$ cat src/rtl/uart_tx_fifo_drain.sv
// Pops the UART TX FIFO one byte at a time and serializes each byte as start/8 data LSB-first/parity/stop bits.
// Tx falls 3 cycles after Empty is seen low in IDLE; FIFO flags are only sampled in IDLE, so a frame is never interrupted.
module uart_tx_fifo_drain #(
   parameter int CLKS_PER_BIT = 16,
   parameter int PARITY_EN    = 0,
   parameter int PARITY_ODD   = 0,
   parameter int STOP_BITS    = 1
) (
   input  logic       Clk,
   input  logic       Reset,
   input  logic       Enable,
   input  logic [3:0] Fifo_Status,
   input  logic [7:0] Fifo_Data,
   output logic       Read,
   output logic       Tx,
   output logic       Busy,
   output logic       Tx_Done
);

   localparam int BW = (CLKS_PER_BIT > 2) ? $clog2(CLKS_PER_BIT) : 1;
   localparam logic [BW-1:0] BAUD_LAST   = BW'(CLKS_PER_BIT - 1);
   localparam logic [BW-1:0] BAUD_PENULT = BW'(CLKS_PER_BIT - 2);
   localparam logic [2:0]    STOP_LAST   = 3'(STOP_BITS - 1);
   localparam logic          PAR_ODD     = (PARITY_ODD != 0);

   typedef enum logic [2:0] {
      IDLE, FETCH, LOAD, START, DATA, PARITY, STOP
   } state_t;

   state_t          state;
   logic [BW-1:0]   baud;
   logic [2:0]      bit_cnt;
   logic [7:0]      shift;
   logic            parity;
   logic            bit_end;
   logic            unused_flags;

   assign bit_end      = (baud == BAUD_LAST);
   // Only the Empty flag matters; the remaining flags are deliberately ignored.
   assign unused_flags = ^Fifo_Status[3:1];

   always_ff @(posedge Clk) begin
      if (Reset) begin
         state   <= IDLE;
         baud    <= '0;
         bit_cnt <= '0;
         shift   <= '0;
         parity  <= 1'b0;
         Read    <= 1'b0;
         Tx      <= 1'b1;
         Busy    <= 1'b0;
         Tx_Done <= 1'b0;
      end else begin
         Read    <= 1'b0;
         Tx_Done <= 1'b0;
         baud    <= bit_end ? '0 : baud + 1'b1;
         case (state)
            IDLE: begin
               baud <= '0;
               Tx   <= 1'b1;
               if (Enable && !Fifo_Status[0]) begin
                  state <= FETCH;
                  Read  <= 1'b1;
                  Busy  <= 1'b1;
               end
            end
            FETCH: begin
               baud  <= '0;
               state <= LOAD;
            end
            LOAD: begin
               baud    <= '0;
               shift   <= Fifo_Data;
               parity  <= (^Fifo_Data) ^ PAR_ODD;
               bit_cnt <= '0;
               Tx      <= 1'b0;
               state   <= START;
            end
            START: begin
               if (bit_end) begin
                  Tx    <= shift[0];
                  state <= DATA;
               end
            end
            DATA: begin
               if (bit_end) begin
                  shift <= {1'b0, shift[7:1]};
                  if (bit_cnt == 3'd7) begin
                     bit_cnt <= '0;
                     if (PARITY_EN != 0) begin
                        Tx    <= parity;
                        state <= PARITY;
                     end else begin
                        Tx    <= 1'b1;
                        state <= STOP;
                     end
                  end else begin
                     bit_cnt <= bit_cnt + 3'd1;
                     Tx      <= shift[1];
                  end
               end
            end
            PARITY: begin
               if (bit_end) begin
                  Tx    <= 1'b1;
                  state <= STOP;
               end
            end
            STOP: begin
               // Registered pulse: arm one cycle early so it lands on the final stop cycle.
               if (bit_cnt == STOP_LAST && baud == BAUD_PENULT)
                  Tx_Done <= 1'b1;
               if (bit_end) begin
                  if (bit_cnt == STOP_LAST) begin
                     bit_cnt <= '0;
                     Busy    <= 1'b0;
                     state   <= IDLE;
                  end else begin
                     bit_cnt <= bit_cnt + 3'd1;
                  end
               end
            end
            default: begin
               state <= IDLE;
               Tx    <= 1'b1;
               Busy  <= 1'b0;
            end
         endcase
      end
   end

endmodule

$ cat config.mk
export PLATFORM = sky130hd
export DESIGN_NAME = uart_tx_fifo_drain
export DESIGN_NICKNAME = d
export VERILOG_FILES = /design/src/rtl/uart_tx_fifo_drain.sv
export SDC_FILE = /design/constraint.sdc
export NUM_CORES = 1
export LEC_CHECK = 0
export ABC_CLOCK_PERIOD_IN_PS = 2100
export CAP_MARGIN = 10
export CORE_MARGIN = 4
export CORE_UTILIZATION = 52
export CTS_CLUSTER_DIAMETER = 120
export CTS_CLUSTER_SIZE = 40
export DETAILED_ROUTE_END_ITERATION = 10
export PLACE_DENSITY = 0.87
export REMOVE_ABC_BUFFERS = 1
export SYNTH_ARGS = -nofsm -noshare
export SYNTH_HDL_FRONTEND = slang
export SYNTH_SLANG_ARGS = --single-unit
$ cat constraint.sdc
create_clock -name Clk -period 2.1 [get_ports Clk]
set_input_delay 0.525 -clock Clk [delete_from_list [all_inputs] [get_ports Clk]]
set_output_delay 0.525 -clock Clk [all_outputs]
set_load 0.03 [all_outputs]
==> Flow_metrics.wiki <==
{| class="wikitable"
! Metric !! Value
|-
| Number of nets in the final layout || 165
|-
| Netlist cell types || 42
|-
| Max-slew headroom || 64.5%
|-
| CTS H-tree depth || 1
|-
| DR top layer || met4
|-
| Layout fillers || 179
|-
| Portion of the clock cycle consumed by the worst path in the final layout || 89.0%
|-
| CTS tree || built
|-
| Complex-gate fraction of the synthesized area || 25.8%
|-
| Largest stage delay on the critical path || 0.68 ns
|-
| Area share of xor/xnor cells in the synthesized design || 1.45%
|-
| Ranking of synthesized cells by area || sky130_fd_sc_hd__dfxtp_1, sky130_fd_sc_hd__a21oi_1, sky130_fd_sc_hd__mux2i_1, sky130_fd_sc_hd__ha_1, sky130_fd_sc_hd__a311oi_2
|-
| Depth of the worst hold-timing path || 1
|-
| Multiplexer fraction of the synthesized cell area || 5.81%
|-
| Number of max-cap violations || 0
|-
| Worst-path cell with the longest stage delay || sky130_fd_sc_hd__clkdlybuf4s50_1
|-
| RR Startpoint || baud[0]$_SDFF_PP0_
|-
| Cts-stage hold buffer count || 0
|-
| Ratio of cells with drive above 1 in the final layout || 13.9%
|-
| Vias || 1,021
|-
| Sum of buffers and inverters on the critical path || 1
|-
| Final critical delay including setup and external delays || 1.87 ns
|-
| Final-report setup violation count || 0
|-
| Simple-Gate Fraction of Synth Area || 17.4%
|-
| Global router's overall resource usage || 16.8%
|-
| Detailed-router iteration count before antenna repair || 4
|-
| Number of buffers inserted during clock tree synthesis || 3
|-
| Summed instance area of the synthesized netlist || 1210 um2
|-
| Amount of wire on met3 after detailed routing || 136 um
|-
| Worst reg2reg setup slack || 0.31 ns
|-
| Number of instances in the synthesized netlist || 129
|-
| Buffers inserted by post-CTS timing repair || 0
|-
| Setup Skew || 0.00881 ns
|-
| Largest family of logic cells by synthesized area || compound AO/OA/AOI/OAI gates
|-
| Post-route met1 wirelength || 1090 um
|-
| Vias in the first global route || 980
|-
| Register bit total from synthesis || 22
|-
| Critical Path, Cell by Cell || clkdlybuf4s50_1
|-
| Leakage Power || 0.000535 uW
|-
| Crit end category || output pin
|-
| Required time of the worst setup path || 1.57 ns
|-
| CP max FO || 2
|-
| Setup TNS || 0 ns
|-
| Overflow left after global routing || 0
|-
| Synth Area in Adders || 5.19%
|-
| Number of vias per cell after detailed routing || 5.94
|-
| Largest net degree at the start of global routing || 20
|-
| Area share of the largest cell type after synthesis || 36.5%
|-
| VDD IR max || 0.000691 V
|-
| Fin cells || 172
|-
| Area added between synthesis and finish || 17.7%
|-
| Slew at the pin closest to its max-slew limit || 0.531 ns
|-
| Pwr/cell area || 684 nW/um2
|-
| Final Hold Violating Endpoints || 0
|-
| Die H || 56.2 um
|-
| I/O pin cnt || 19
|-
| GP Congestion || 0.827
|-
| Worst hold slack after final layout || 0.480 ns
|-
| Largest area contributor in the synthesized netlist || sky130_fd_sc_hd__dfxtp_1
|-
| Number of warnings printed during yosys synthesis || 0
|-
| Die extent in x || 56.2 um
|-
| TritonCTS sink count || 22
|-
| Startpoint class of the critical path || register
|-
| Core Rows || 17
|-
| Post-cts sizing count || 0
|-
| Routed wire length per instance || 14.3 um
|-
| Endpoint of the worst hold-timing path || baud[0]$_SDFF_PP0_
|-
| Count of antenna diodes in the layout || 0
|-
| Amount of wire on met2 after detailed routing || 1210 um
|-
| Die ar. || 3150 um2
|-
| Result of the run || complete, no violations
|-
| Clock buffer depth || 2
|-
| Tot Pwr || 971 uW
|-
| Number of cells on the worst reg-to-reg path || 5
|-
| CTS root buffer || sky130_fd_sc_hd__clkbuf_4
|-
| Worst hold path type || reg -> reg
|-
| DRC errors left || 0
|-
| RSZ-0062 raised after global routing || no
|-
| Top delay family on crit path || buffers and inverters
|-
| Worst-Skew Late Latency || 0.32 ns
|-
| Post-CTS clock slew at the launch and capture registers of the worst setup and hold paths || 0.12 ns
|-
| Slew Limit Fails || 0
|-
| WP data arrival || 1.34 ns
|-
| Peak clock frequency supported by timing || 535 MHz
|-
| Initial cell density of the core || 54.5%
|-
| Final wirelength || 2460 um
|-
| WS Path Type || reg -> out
|-
| Placed wire-length estimate after detailed placement || 1760 um
|-
| Antenna Nets Post-Route || 0
|-
| Start point of the worst min-delay path || baud[0]$_SDFF_PP0_
|-
| CORE AREA || 2210 um2
|-
| Placed Cells || 168
|-
| DRT iter0 DRCs || 37
|-
| Global-route wire length before repair || 4290 um
|-
| Avg Cell Area, Syn || 9.35 um2
|-
| Reg2reg end || shift[0]$_SDFFE_PP0P_
|-
| Number of buffers inserted by port buffering || 15
|-
| Sequential area share after synthesis || 36.5%
|-
| Number of antenna violations at the first check in global routing || 0
|}
[how the worst max path moves through the flow]
stage,from,endpoint,slack (ns),cells after the start
final,Tx$_SDFFE_PP1P_,Tx,0.23,1
after floorplan,bit_cnt[0]$_SDFFE_PP0P_,Tx$_SDFFE_PP1P_,0.53,6
after global routing,baud[0]$_SDFF_PP0_,shift[1]$_SDFFE_PP0P_,0.12,5
after detailed placement,baud[0]$_SDFF_PP0_,shift[0]$_SDFFE_PP0P_,0.34,5
after global placement,Reset,baud[3]$_SDFF_PP0_,0.36,3
after CTS,Tx$_SDFFE_PP1P_,Tx,0.22,1
[metrics by stage]
step | instance area, um2 | worst slack, ns | utilization (%)
after floorplan | 1140 | 0.527 | -
final | 1420 | 0.231 | 64.2
after global routing | 1420 | 0.118 | 64.2
after CTS | 1420 | 0.217 | 64.2
after global placement | 1370 | 0.359 | 61.8
after detailed placement | 1370 | 0.342 | 61.8
[synth_stat cells]
master	n
sky130_fd_sc_hd__a21boi_0	1
sky130_fd_sc_hd__a21o_1	1
sky130_fd_sc_hd__a21oi_1	14
sky130_fd_sc_hd__a21oi_2	3
sky130_fd_sc_hd__a311o_1	1
sky130_fd_sc_hd__a311oi_1	5
sky130_fd_sc_hd__a311oi_2	3
sky130_fd_sc_hd__a31oi_1	1
sky130_fd_sc_hd__and3_1	2
sky130_fd_sc_hd__buf_2	2
sky130_fd_sc_hd__buf_4	1
sky130_fd_sc_hd__buf_8	1
sky130_fd_sc_hd__bufinv_8	1
sky130_fd_sc_hd__clkbuf_1	4
sky130_fd_sc_hd__clkbuf_8	1
sky130_fd_sc_hd__dfxtp_1	22
sky130_fd_sc_hd__ha_1	5
sky130_fd_sc_hd__inv_1	4
sky130_fd_sc_hd__mux2i_1	7
sky130_fd_sc_hd__nand2_1	5
sky130_fd_sc_hd__nand2_2	1
sky130_fd_sc_hd__nand2b_1	3
sky130_fd_sc_hd__nand3_1	5
sky130_fd_sc_hd__nand3b_1	1
sky130_fd_sc_hd__nand4_2	1
sky130_fd_sc_hd__nand4b_1	1
sky130_fd_sc_hd__nor2_1	8
sky130_fd_sc_hd__nor2b_1	3
sky130_fd_sc_hd__nor3_1	2
sky130_fd_sc_hd__nor3b_1	1
sky130_fd_sc_hd__o211ai_1	3
sky130_fd_sc_hd__o21ai_0	4
sky130_fd_sc_hd__o21ai_4	1
sky130_fd_sc_hd__o221ai_1	1
sky130_fd_sc_hd__o22a_2	1
sky130_fd_sc_hd__o2bb2ai_1	1
sky130_fd_sc_hd__o41ai_1	1
sky130_fd_sc_hd__or2_0	1
sky130_fd_sc_hd__or3_1	2
sky130_fd_sc_hd__or4_1	2
sky130_fd_sc_hd__xnor2_1	1
sky130_fd_sc_hd__xor2_1	1
[power breakdown]
part / leakage, uW / switching, uW / internal, uW
clock network: 0.0000279 / 137 / 193
logic: 0.000328 / 83.9 / 87.4
registers: 0.000179 / 26.6 / 443
[registers in the layout (all words and copies together) (netlist names)]
name / count
shift: 8
baud: 4
bit_cnt: 3
state: 3
Busy: 1
Read: 1
Tx: 1
Tx_Done: 1
[layer usage]
| metal | global-route usage [%] | up-vias |
|---|---|---|
| met2 | 28.7 | 28 |
| li1 | - | 507 |
| met4 | 7.80 | 0 |
| met1 | 19.1 | 483 |
| met5 | 0 | - |
| met3 | 4.87 | 3 |
[cells in the final DEF, fill, tap and decap left out, types with 2 or more instances in the layout]
| master | n |
|---|---|
| sky130_fd_sc_hd__a21oi_1 | 14 |
| sky130_fd_sc_hd__a21oi_2 | 3 |
| sky130_fd_sc_hd__a311oi_1 | 5 |
| sky130_fd_sc_hd__a311oi_2 | 3 |
| sky130_fd_sc_hd__and3_1 | 2 |
| sky130_fd_sc_hd__buf_4 | 5 |
| sky130_fd_sc_hd__clkbuf_4 | 3 |
| sky130_fd_sc_hd__clkdlybuf4s50_1 | 15 |
| sky130_fd_sc_hd__dfxtp_1 | 22 |
| sky130_fd_sc_hd__ha_1 | 5 |
| sky130_fd_sc_hd__inv_1 | 4 |
| sky130_fd_sc_hd__mux2i_1 | 7 |
| sky130_fd_sc_hd__nand2_1 | 5 |
| sky130_fd_sc_hd__nand2b_1 | 3 |
| sky130_fd_sc_hd__nand3_1 | 5 |
| sky130_fd_sc_hd__nor2_1 | 8 |
| sky130_fd_sc_hd__nor2b_1 | 3 |
| sky130_fd_sc_hd__nor3_1 | 2 |
| sky130_fd_sc_hd__o211ai_1 | 3 |
| sky130_fd_sc_hd__o21ai_0 | 4 |
| sky130_fd_sc_hd__or3_1 | 2 |
| sky130_fd_sc_hd__or4_1 | 2 |
[kinds of logic after synthesis]
kind of cell               after synthesis
DFF                                     22
buffers and inverters                   14
muxes                                    7
adders and majority gates                5
AOI/OAI and AO/OA                       41
xor gates and xnor gates                 2
and+or+nand+nor                         38
[area by class of cell]
type	count	area, um2	area share (%)
multi-input combinational	93	672	47.3
tap	28	35.0	2.47
clock inverter	1	30.0	2.11
sequential	22	440	31.0
clock buffer	3	22.5	1.59
inverter	5	32.5	2.29
timing repair buffer	20	188	13.2
Power figures use the tool's default switching activity.
